<file path="src/rtl/mips_pkg.sv">
// mips_pkg: shared decode constants, control bundle and D/E register layout for the MIPS core.
package mips_pkg;

    localparam logic [5:0] OP_RTYPE = 6'h00;
    localparam logic [5:0] OP_JAL   = 6'h03;
    localparam logic [5:0] OP_BEQ   = 6'h04;
    localparam logic [5:0] OP_ORI   = 6'h0D;
    localparam logic [5:0] OP_LUI   = 6'h0F;
    localparam logic [5:0] OP_LW    = 6'h23;
    localparam logic [5:0] OP_SW    = 6'h2B;

    localparam logic [5:0] FN_SLL = 6'h00;
    localparam logic [5:0] FN_JR  = 6'h08;
    localparam logic [5:0] FN_ADD = 6'h20;
    localparam logic [5:0] FN_SUB = 6'h22;

    // These values are the E-stage ALU's case labels; keep them in lockstep.
    localparam logic [3:0] ALU_ADD = 4'd0;
    localparam logic [3:0] ALU_SUB = 4'd1;
    localparam logic [3:0] ALU_ORI = 4'd2;
    localparam logic [3:0] ALU_MEM = 4'd3;
    localparam logic [3:0] ALU_LUI = 4'd4;
    localparam logic [3:0] ALU_SLL = 4'd5;

    localparam logic [1:0] TNEW_0 = 2'd0;
    localparam logic [1:0] TNEW_1 = 2'd1;
    localparam logic [1:0] TNEW_2 = 2'd2;

    typedef struct packed {
        logic        valid;
        logic [3:0]  alu_op;
        logic [31:0] ext;
        logic [4:0]  wa;
        logic        reg_write;
        logic        mem_write;
        logic        mem_to_reg;
        logic [1:0]  tnew;
        logic        illegal;
    } ctrl_t;

    typedef struct packed {
        ctrl_t       ctrl;
        logic [31:0] pc;
        logic [31:0] instr;
        logic [31:0] rs;
        logic [31:0] rt;
    } e_reg_t;

    localparam e_reg_t BUBBLE = '0;

endpackage

</file>
<file path="src/rtl/instr_decode.sv">
// instr_decode: combinational decode of a D-stage instruction into the E-stage control bundle.
module instr_decode
    import mips_pkg::*;
(
    input  logic [31:0] instr,
    output ctrl_t       ctrl
);

    logic [5:0]  op;
    logic [5:0]  fn;
    logic [4:0]  rt;
    logic [4:0]  rd;
    logic [31:0] sext;
    logic [31:0] zext;
    logic        bad;

    assign op   = instr[31:26];
    assign fn   = instr[5:0];
    assign rt   = instr[20:16];
    assign rd   = instr[15:11];
    assign sext = {{16{instr[15]}}, instr[15:0]};
    assign zext = {16'h0000, instr[15:0]};

    always_comb begin
        ctrl = '0;
        ctrl.valid = 1'b1;
        bad = 1'b0;
        case (op)
            OP_RTYPE: case (fn)
                FN_ADD: {ctrl.alu_op, ctrl.wa, ctrl.reg_write, ctrl.tnew} = {ALU_ADD, rd, 1'b1, TNEW_1};
                FN_SUB: {ctrl.alu_op, ctrl.wa, ctrl.reg_write, ctrl.tnew} = {ALU_SUB, rd, 1'b1, TNEW_1};
                FN_SLL: begin
                    {ctrl.alu_op, ctrl.wa, ctrl.reg_write, ctrl.tnew} = {ALU_SLL, rd, 1'b1, TNEW_1};
                    ctrl.ext = {27'd0, instr[10:6]};
                end
                FN_JR:  ctrl.alu_op = ALU_ADD;
                default: bad = 1'b1;
            endcase
            OP_ORI: begin
                {ctrl.alu_op, ctrl.wa, ctrl.reg_write, ctrl.tnew} = {ALU_ORI, rt, 1'b1, TNEW_1};
                ctrl.ext = zext;
            end
            OP_LUI: begin
                {ctrl.alu_op, ctrl.wa, ctrl.reg_write, ctrl.tnew} = {ALU_LUI, rt, 1'b1, TNEW_1};
                ctrl.ext = zext;
            end
            OP_LW: begin
                {ctrl.alu_op, ctrl.wa, ctrl.reg_write, ctrl.tnew} = {ALU_MEM, rt, 1'b1, TNEW_2};
                ctrl.ext = sext;
                ctrl.mem_to_reg = 1'b1;
            end
            OP_SW: begin
                ctrl.alu_op = ALU_MEM;
                ctrl.ext = sext;
                ctrl.mem_write = 1'b1;
            end
            OP_BEQ: {ctrl.alu_op, ctrl.ext} = {ALU_ADD, sext};
            OP_JAL: {ctrl.alu_op, ctrl.wa, ctrl.reg_write, ctrl.tnew} = {ALU_ADD, 5'd31, 1'b1, TNEW_0};
            default: bad = 1'b1;
        endcase
        // The all-zero word would otherwise decode as sll $0 with a nonzero alu_op.
        if (bad || instr == '0) begin
            ctrl = '0;
            ctrl.valid = 1'b1;
            ctrl.illegal = bad;
        end
        if (ctrl.wa == 5'd0) begin
            ctrl.reg_write = 1'b0;
            ctrl.tnew = TNEW_0;
        end
    end

endmodule

</file>
<file path="src/rtl/d_e_decode_reg.sv">
// d_e_decode_reg: decodes the D-stage instruction and holds it, with its operands,
// in the D/E pipeline register; stall or flush loads a bubble.
module d_e_decode_reg
    import mips_pkg::*;
(
    input  logic        clk,
    input  logic        reset,
    input  logic [31:0] instr_D,
    input  logic [31:0] pc_D,
    input  logic [31:0] rs_D,
    input  logic [31:0] rt_D,
    input  logic        stall,
    input  logic        flush,
    output logic        valid_E,
    output logic [3:0]  alu_op_E,
    output logic [31:0] ext_E,
    output logic [31:0] rs_E,
    output logic [31:0] rt_E,
    output logic [31:0] pc_E,
    output logic [31:0] instr_E,
    output logic [4:0]  wa_E,
    output logic        reg_write_E,
    output logic        mem_write_E,
    output logic        mem_to_reg_E,
    output logic [1:0]  tnew_E,
    output logic        illegal_E
);

    ctrl_t  ctrl_D;
    e_reg_t e;

    instr_decode u_dec (
        .instr(instr_D),
        .ctrl (ctrl_D)
    );

    always_ff @(posedge clk or posedge reset) begin
        if (reset)
            e <= BUBBLE;
        else
            e <= (stall || flush) ? BUBBLE : {ctrl_D, pc_D, instr_D, rs_D, rt_D};
    end

    assign valid_E      = e.ctrl.valid;
    assign alu_op_E     = e.ctrl.alu_op;
    assign ext_E        = e.ctrl.ext;
    assign wa_E         = e.ctrl.wa;
    assign reg_write_E  = e.ctrl.reg_write;
    assign mem_write_E  = e.ctrl.mem_write;
    assign mem_to_reg_E = e.ctrl.mem_to_reg;
    assign tnew_E       = e.ctrl.tnew;
    assign illegal_E    = e.ctrl.illegal;
    assign rs_E         = e.rs;
    assign rt_E         = e.rt;
    assign pc_E         = e.pc;
    assign instr_E      = e.instr;

endmodule
</file>
<file path="config.mk">
export PLATFORM = sky130hd
export DESIGN_NAME = d_e_decode_reg
export DESIGN_NICKNAME = d
export VERILOG_FILES = /design/src/rtl/mips_pkg.sv /design/src/rtl/instr_decode.sv /design/src/rtl/d_e_decode_reg.sv
export SDC_FILE = /design/constraint.sdc
export NUM_CORES = 1
export LEC_CHECK = 0
export CAP_MARGIN = 20
export CELL_PAD_IN_SITES_DETAIL_PLACEMENT = 1
export CELL_PAD_IN_SITES_GLOBAL_PLACEMENT = 2
export CORE_MARGIN = 2
export CORE_UTILIZATION = 21
export DETAILED_ROUTE_END_ITERATION = 8
export PLACE_DENSITY_LB_ADDON = 0.1
export RECOVER_POWER = 50
export SYNTH_ARGS = -nofsm -noshare
export SYNTH_HDL_FRONTEND = slang
export SYNTH_SLANG_ARGS = --single-unit
</file>
<file path="constraint.sdc">
create_clock -name clk -period 5.7 [get_ports clk]
set_clock_uncertainty 0.15 [all_clocks]
set_input_delay 1.14 -clock clk [delete_from_list [all_inputs] [get_ports clk]]
set_output_delay 1.14 -clock clk [all_outputs]
set_load 0.01 [all_outputs]
</file>
==> key figures, run 1 <==
Run status
  – Status: finished with violations
  – Failing checks: max-capacitance violations, max-slew violations

Power and ir drop
  – Seq pwr share: 45.5%
  – Worst VDD drop: approximately 0.00020 V
  – P_sw: ~640 uW
  – Sw frac: about 25%
  – Total power draw: between 2 and 3 mW
  – Clock power frac: between 40% and 50%
  – Comb pwr share: around a tenth
  – Leak Pwr: between 4 and 5 nW
  – Power Dens Cells: ~270 nW/um^2
  – Power Internal: between 1.5 and 2 mW

Synth
  – Cells after Synth: between 400 and 500
  – Synthesized area: 5652 um^2
  – Synth Area in Compound Gates: between 3 and 4%
  – Simple-gate share of the synthesized area: between 20% and 30%
  – Seq/Total Area, Yosys: just over 70%
  – XOR/XNOR share of the synthesized area: 0%
  – Largest family of logic cells by synthesized area: simple AND/OR/NAND/NOR gates
  – Average size of a mapped cell: roughly 13 um^2
  – Post-synth cell types: 35
  – Syn Nets: between 500 and 600
  – Synthesis Warnings: 0
  – Adder-cell share of the synthesized area: 0%
  – Mux contribution to synthesized area: 0%
  – #FFs+latches synth: 160

Placement
  – Dpl cells: approximately 1.1k
  – Hpwl dp: between 10 and 15 mm
  – Port bufs: 306
  – Placer Congestion: between 0.7 and 0.8

Finish
  – Final Net Count: 861
  – Post-route insts no fill: 1,084
  – Synthesis-to-finish area growth: 69.34%
  – Layout cell share with drive strength beyond 1: approximately 6.1%

Detailed routing
  – Detailed Routing Iterations Pass 1: 4
  – Initial DRC Count: 192
  – # DRC: 0
  – Antenna viol nets, final: 0
  – Vias: 4,216
  – Post-DR vias/cell: a little under 4
  – WL/cell: approximately 17 um
  – Total wire length: 18.70 mm

Die
  – Core area: roughly 27,000 um^2
  – Initial Utilization: between 20% and 30%
  – Die ar.: roughly 28,000 um^2
  – Die Width: between 150 and 200 um
  – Rows: 60
  – Die span in y: 168.1 um
  – I/O pins: between 300 and 400

CTS
  – H-tree level count: 4
  – Postcts setup bufs: 0
  – CTS Buf Count: 17
  – CTS tree: yes
  – Hold-fix buffers, CTS: 0
  – CTS Sinks: 160
  – Clk root buf: clkbuf_16
  – CTS Buffer Depth: 2
  – Post-CTS Resized: 0
  – Clock slew at reported path FFs: about 0.070 ns

Global route
  – Met2 Resource Use GR: 22.64%
  – Vias in the first global route: approximately 4.8k
  – Grt total ovfl: 0
  – First-pass GRT wire length: a little under 30 mm
  – Largest net degree at the start of global routing: between 90 and 100
  – Tot GR Track Use: 13.63%
  – Met3 usage: under 10%
  – Met1 Track Usage GR: between 10% and 20%
  – Busiest grt layer: met2
  – Antenna violations before repair: 1

Worst setup path
  – CP max FO: between 70 and 80
  – Worst EP arrival: between 4 and 5 ns
  – Startpoint types: input port
  – WS Path Type: input port to flip-flop
  – CP required: between 5 and 6 ns
  – CP Capture Type: flip-flop

Timing
  – Slew Viols, Final: 99
  – Setup_tns: 0 ns
  – Tightest Pin Transition: between 2 and 2.5 ns
  – Final period util: a little over two thirds
  – Hold Fails Final Rpt: 0
  – Rel. slew slack: -42.72%
  – Final setup violation count: 0
  – Fmax achieved: about 0.25 GHz
  – RSZ-0062 raised after global routing: no
  – Crit path time final: between 3 and 4 ns

Min path
  – Min-delay worst type: input port to flip-flop

Run
  – Max Cap Viol: 1
[kinds of logic (layout without fill, tap and decap cells)]
family | after synthesis | after routing
buffers and inverters | 41 | 347
other | 1 | 2
AOI/OAI and AO/OA | 37 | 37
DFF | 160 | 160
and+or+nand+nor | 197 | 197
[through the flow]
stage	hold slack (ns)	util, %	cell area, um^2	setup slack [ns]
finish	1.113	35.91	9570	1.737
global route	1.094	35.90	9568	1.481
CTS	1.093	35.91	9569	2.372
detailed placement	1.555	33.68	8975	1.927
global placement	1.552	33.68	8975	2.010
floorplan	1.118	-	5652	0.09008
[placed cells by master, fill, tap and decap left out, types with 3 or more instances in the layout]
cell type / instances
dfrtp_1: 160
clkinvlp_4: 3
nor3_1: 7
dlygate4sd3_1: 151
nor2_1: 7
and2_1: 137
inv_1: 3
a21oi_1: 17
nand3_1: 3
clkdlybuf4s50_1: 155
clkbuf_16: 17
buf_4: 4
nor2b_1: 7
clkinv_4: 5
nand2_1: 16
nor4_1: 5
o21ai_0: 11
[layer usage]
layer | up-vias | wire [um] | part of all wire (%)
li1 | 1958 | - | -
met1 | 2039 | 7680 | 41
met2 | 202 | 8924 | 48
met3 | 17 | 1797 | 9.6
met4 | 0 | 293 | 1.6
met5 | - | 0 | 0
[flip-flops by register name, summed over array words and instances (netlist names), 2 cells and up]
| register | cells |
|---|---|
| instr_E | 32 |
| pc_E | 32 |
| rs_E | 32 |
| rt_E | 32 |
| ext_E | 17 |
| wa_E | 5 |
| alu_op_E | 3 |
| tnew_E | 2 |
[layout make-up]
type / count / area (um^2)
fill: 2874 / 17080
antenna: 1 / 2.502
timing repair buffer: 310 / 3093
inverter: 5 / 23.77
sequential: 160 / 4004
multi-input combinational: 235 / 1426
clock buffer: 18 / 439.2
tap: 341 / 426.7
clock inverter: 14 / 155.1
[synthesized netlist by cell type]
cell type	count	area share, %
nor3_1	7	0.62
nor4_2	1	0.22
nand3_1	3	0.27
buf_4	16	2.1
and2b_1	1	0.13
a211oi_1	2	0.27
clkbuf_1	19	1.3
nand2b_1	2	0.22
a22oi_2	1	0.22
nor4b_4	1	0.42
nand4b_1	1	0.15
and4_1	1	0.15
o31ai_1	1	0.13
a21oi_1	17	1.5
conb_1	1	0.066
or4_4	1	0.20
nor2b_1	7	0.77
nor2_1	7	0.46
inv_1	5	0.33
nand4_1	1	0.11
nand2_1	16	1.1
or4_1	1	0.13
or2_2	2	0.22
o41ai_2	1	0.29
dfrtp_1	160	71
o21ai_1	1	0.088
buf_6	1	0.20
or3b_2	1	0.15
o211ai_1	2	0.27
nand3b_1	1	0.13
o21a_1	1	0.13
nor4_1	5	0.55
and2_1	137	15
nor3b_1	1	0.13
o21ai_0	11	0.97
[power groups by stage]
stage                     clock (mW)  sequential (mW)  combinational (mW)
after floorplan                    0             1.22              0.0675
after global placement             0             1.20               0.286
after detailed placement           0             1.20               0.289
after CTS                       1.19             1.18               0.290
after global routing            1.24             1.18               0.295
final                           1.15             1.18               0.268
[final timing paths]
path,slack (ns),cells past startpoint,to,start
min in group asynchronous,1.67,2,rt_E[30]$_DFF_PP0_,reset
worst min-delay path,1.11,2,pc_E[6]$_DFF_PP0_,pc_D[6]
worst max-delay path,1.74,5,rt_E[18]$_DFF_PP0_,flush
max in group asynchronous,2.37,3,mem_write_E$_DFF_PP0_,reset
[worst max-delay path, stage by stage]
cell and delay, ns:
dlygate4sd3_1 0.52, or2_0 0.71, clkinv_2 0.81, buf_4 0.54, and2_1 0.28
Note: power is estimated with default switching activity, not from simulation.
==> run 2, diff against run 1 <==
Clock period 5.7 ns to 3.4 ns, I/O delays scaled along.
==> key figures, run 2 (synthesized netlist as in run 1, its figures left out) <==
Timing
  – Hold Fails Final Rpt: 0 (unchanged)
  – Setup_tns: 0 ns (unchanged)
  – RSZ-0062 raised after global routing: no
  – Crit path time final: between 2 and 3 ns
  – Fmax achieved: slightly below 0.4 GHz
  – Tightest Pin Transition: 1.577 ns (-0.5634 ns)
  – Final period util: between 70% and 80%
  – Final setup violation count: 0 (unchanged)
  – Rel. slew slack: -5.165% (+38 points)
  – Fin Hold WS: 0.6566 ns (-0.4565 ns)
  – Slew Viols, Final: 124 (+25%)

Detailed routing
  – Total wire length: 19.27 mm (+3.1%)
  – Vias: 4,317 (+2.4%)
  – Post-DR vias/cell: 3.961 (+1.8%)
  – Detailed Routing Iterations Pass 1: 4 (unchanged)
  – Initial DRC Count: 176 (-8.3%)
  – WL/cell: 17.68 um (+2.5%)
  – # DRC: 0 (unchanged)
  – Antenna viol nets, final: 0 (unchanged)

Die
  – Initial Utilization: 21.21% (unchanged)
  – Rows: 60 (unchanged)
  – Die span in y: 168.1 um (unchanged)
  – Die ar.: 28,240 um^2 (unchanged)
  – Die Width: 168.1 um (unchanged)
  – Core area: 26,650 um^2 (unchanged)
  – I/O pins: 308 (unchanged)

Worst setup path
  – Startpoint types: input port
  – CP required: 3.57 ns (-2.29 ns)
  – CP max FO: 9 (-88%)
  – WS Path Type: input port to flip-flop
  – Worst EP arrival: 2.71 ns (-1.41 ns)
  – CP Capture Type: flip-flop

Global route
  – Antenna violations before repair: 0 (-1)
  – Largest net degree at the start of global routing: 76 (-23%)
  – Tot GR Track Use: 13.96% (+0.33 points)
  – Vias in the first global route: 4,768 (-1.1%)
  – Grt total ovfl: 0 (unchanged)
  – First-pass GRT wire length: 29.48 mm (+1.3%)

CTS
  – CTS tree: yes
  – Post-CTS Resized: 0 (unchanged)
  – Clk root buf: clkbuf_16
  – CTS Buffer Depth: 2 (unchanged)
  – H-tree level count: 4 (unchanged)
  – CTS Buf Count: 17 (unchanged)
  – Hold-fix buffers, CTS: 0 (unchanged)
  – Clock slew at reported path FFs: 0.07 ns (about the same)
  – Postcts setup bufs: 0 (unchanged)
  – CTS Sinks: 160 (unchanged)

Run status
  – Failing checks: max-capacitance violations, max-slew violations
  – Status: finished with violations

Finish
  – Commonest non-fill, non-tap cells in the layout: 221 x clkdlybuf4s50_1, 160 x dfrtp_1, 137 x and2_1
  – Final Net Count: 868 (+0.81%)
  – Layout cell share with drive strength beyond 1: 7.076% (+1.0 points)
  – Synthesis-to-finish area growth: 70.64%
  – Commonest non-fill, non-tap cell in the layout: clkdlybuf4s50_1
  – Antenna diode count: 0 (-1)

Power and ir drop
  – Leak Pwr: 4.396 nW (-3.2%)
  – Worst VDD drop: 0.0002629 V (+30%)
  – Power Dens Cells: 459.7 nW/um^2 (+70%)

Placement
  – Port bufs: 306 (unchanged)
  – Hpwl dp: 14.61 mm (+6.6%)
  – Placer Congestion: 0.7508 (about the same)

Min path
  – Min-delay worst type: input port to flip-flop

Run
  – Max Cap Viol: 2 (+1)
run 2: path summary, 6_finish.rpt:
| path | cells after the start | endpoint | from |
|---|---|---|---|
| max | 5 | tnew_E[1]$_DFF_PP0_ | instr_D[31] |
| min | 2 | pc_E[3]$_DFF_PP0_ | pc_D[3] |
| max in group asynchronous | 3 | pc_E[28]$_DFF_PP0_ | reset |
| min in group asynchronous | 3 | rt_E[28]$_DFF_PP0_ | reset |
run 2: layout make-up:
type	count	area (um^2)
clock inverters	14	176.4
inverters	5	21.27
fillers	2868	17010
flip-flops and latches	160	4004
clock buffers	18	439.2
multi-input cells	235	1426
well taps	341	426.7
repair buffers	317	3151
run 2: worst max-delay path: stages:
cell and delay, ns:
clkdlybuf4s50_1 0.51, or4_4 0.61, nor4b_4 0.56, a22oi_2 0.18, nor4_2 0.16
run 2: routing by layer:
metal  up-vias  global-route usage (%)  routed length [um]
li1       1972                       -                   -
met1      2139                   16.28                7765
met2       193                   24.31                9719
met3        13                   5.336                1590
met4         0                   3.336                 192
met5         -                       0                   0
run 2: power breakdown:
part,internal [mW],switching (mW)
Combinational,0.269,0.198
Sequential,1.96,0.0154
Clock,1.13,0.857
run 2: through the flow:
| stage | setup WS [ns] | util [%] | instance area (um^2) | cells | power [mW] |
|---|---|---|---|---|---|
| after floorplan | 0.5412 | - | 5655 | 436 | 2.165 |
| after global placement | 0.4400 | 34.01 | 9064 | 1058 | 2.508 |
| after detailed placement | 0.4047 | 34.01 | 9064 | 1058 | 2.514 |
| after CTS | 0.8434 | 36.32 | 9679 | 1090 | 4.545 |
| after global routing | 0.5562 | 36.19 | 9644 | 1090 | 4.644 |
| final | 0.8656 | 36.19 | 9644 | 1090 | 4.434 |
==> run 3, diff against run 2 <==
Settings changed: CORE_UTILIZATION 21 to 23.
Clock period 3.4 ns to 2.4 ns, I/O delays scaled along.
==> key figures, run 3 (synthesized netlist as in run 1, its figures left out) <==
Worst setup path
  – Slowest stage delay, CP: 0.63 ns (+0.02 ns)
  – CP max FO: 16 (+7)
  – CP required: 1.77 ns (-1.80 ns)
  – CP bufs+invs: 1 (unchanged)
  – CP Capture Type: output port
  – CP cell instances: clkdlybuf4s50_1
  – Critical path's slowest cell: clkdlybuf4s50_1
  – WS Path Type: flip-flop to output port
  – Worst EP arrival: 1.63 ns (-1.08 ns)
  – Startpoint types: flip-flop
  – Worst path top cell family by delay: buffers and inverters

Run status
  – Status: finished clean

Finish
  – Layout cell share with drive strength beyond 1: 10.38% (+3.3 points)
  – Register area: 4004 um^2 (unchanged)
  – Commonest non-fill, non-tap cell in the layout: clkdlybuf4s50_1
  – Cell area after layout: 9816 um^2 (+1.8%)
  – Multi-input logic area: 1426 um^2 (unchanged)
  – Synthesis-to-finish area growth: 73.68%
  – Final Net Count: 899 (+3.6%)
  – Antenna diode count: 0 (unchanged)
  – Commonest non-fill, non-tap cells in the layout: 304 x clkdlybuf4s50_1, 160 x dfrtp_1, 98 x and2_1
  – Fillers: 2,617 (-8.8%)

Placement
  – Placed cell area: 9275 um^2 (+2.3%)
  – Hpwl dp: 14.55 mm (-0.38%)
  – Placer Congestion: 0.7558 (+0.67%)
  – Pre-CTS WS: -0.1498 ns (-0.5545 ns)
  – Port bufs: 306 (unchanged)

CTS
  – CTS Sinks: 160 (unchanged)
  – CTS Buffer Depth: 2 (unchanged)
  – Clock slew at reported path FFs: 0.07 ns (about the same)
  – CTS tree: yes
  – Hold-fix buffers, CTS: 0 (unchanged)
  – CTS Buf Count: 17 (unchanged)
  – Postcts setup bufs: 0 (unchanged)
  – Clk root buf: clkbuf_16
  – Post-CTS Resized: 0 (unchanged)
  – H-tree level count: 4 (unchanged)

Timing
  – Final period util: between 90 and 100%
  – Rel. slew slack: 41.31% (+46 points)
  – Slew Viols, Final: 0 (-100%)
  – Setup ws final: 0.1385 ns (-0.7271 ns)
  – Tightest Pin Transition: 0.8804 ns (-0.6971 ns)
  – Fmax achieved: between 0.4 and 0.5 GHz
  – RSZ-0062 raised after global routing: no
  – Crit path time final: around 2.3 ns
  – Final setup violation count: 0 (unchanged)
  – Hold Fails Final Rpt: 0 (unchanged)

Min path
  – Min-delay worst type: input port to asynchronous set/reset pin

Detailed routing
  – Vias: 4,437 (+2.8%)
  – Post-DR vias/cell: 4.019 (+1.5%)
  – WL/cell: 17.40 um (-1.6%)
  – Total wire length: 19.21 mm (-0.31%)
  – # DRC: 0 (unchanged)
  – Detailed Routing Iterations Pass 1: 4 (unchanged)
  – Initial DRC Count: 119 (-32%)
  – Antenna viol nets, final: 0 (unchanged)

Die
  – Core area: 24,250 um^2 (-9.0%)
  – Rows: 57 (-5.0%)
  – Initial Utilization: 23.31% (+2.1 points)
  – Die span in y: 160.8 um (-4.3%)
  – I/O pins: 308 (unchanged)
  – Die Width: 160.8 um (-4.3%)
  – Die ar.: 25,840 um^2 (-8.5%)

Power and ir drop
  – Total power draw: 6.214 mW (+40%)
  – Worst VDD drop: 0.0003316 V (+26%)
  – Power Dens Cells: 633.1 nW/um^2 (+38%)
  – Leak Pwr: 4.257 nW (-3.2%)

Run
  – Max Cap Viol: 0 (-2)

Global route
  – Grt total ovfl: 0 (unchanged)
  – Largest net degree at the start of global routing: 67 (-12%)
  – Antenna violations before repair: 0 (unchanged)
  – Vias in the first global route: 4,872 (+2.2%)
  – Tot GR Track Use: 15.15% (+1.2 points)
  – First-pass GRT wire length: 29.59 mm (+0.40%)
## run 3: cell count changes in the layout (fill, tap and decap cells not counted), moves of 2 or more
cell	previous run	this run
buf_4	7	35
and2_0	0	39
clkbuf_1	0	3
clkinv_4	3	0
and2_1	137	98
clkbuf_4	0	2
clkbuf_2	3	1
dlygate4sd3_1	85	2
clkinvlp_4	3	1
clkdlybuf4s50_1	221	304
inv_6	2	7
## run 3: worst paths after layout
kind                       depth (start not counted)                    to                 from  slack [ns]
max                                                1             ext_E[19]  ext_E[30]$_DFF_PP0_        0.14
min                                                2     rt_E[3]$_DFF_PP0_                reset        0.44
max in group asynchronous                          3  instr_E[9]$_DFF_PP0_                reset        0.33
min in group clk                                   2     rt_E[1]$_DFF_PP0_              rt_D[1]        0.46
## run 3: per-stage QoR
step	setup TNS (ns)	hold slack (ns)	utilization, %	std cells
after detailed placement	-1.280	0.7140	38.25	1072
final	0	0.4387	40.48	1104
after floorplan	-41.41	0.4583	-	436
after global routing	0	0.4335	40.48	1104
after global placement	-0.5981	0.7046	38.25	1072
after CTS	0	0.2479	40.65	1104
## run 3: layout make-up
| class | instances | area share [%] |
|---|---|---|
| Clock buffer | 18 | 4.474 |
| Sequential cell | 160 | 40.79 |
| Inverter | 5 | 0.2167 |
| Tap cell | 324 | 4.130 |
| Clock inverter | 14 | 1.453 |
| Multi-Input combinational cell | 235 | 14.53 |
| Timing Repair Buffer | 348 | 34.40 |
## run 3: power breakdown
group          internal [mW]  switching [mW]
Combinational          0.419           0.281
Sequential              2.78          0.0251
Clock                   1.50            1.21
Total                   4.70            1.51
## run 3: metal layers
metal  routed length [um]  vias up  part of all wire [%]  track usage, %
met2                 9551      185                    50           25.55
met4                  416        0                   2.2           5.235
met3                 1321       20                   6.9           4.700
li1                     -     2032                     -               -
met5                    0        -                     0               0
met1                 7920     2200                    41           18.40
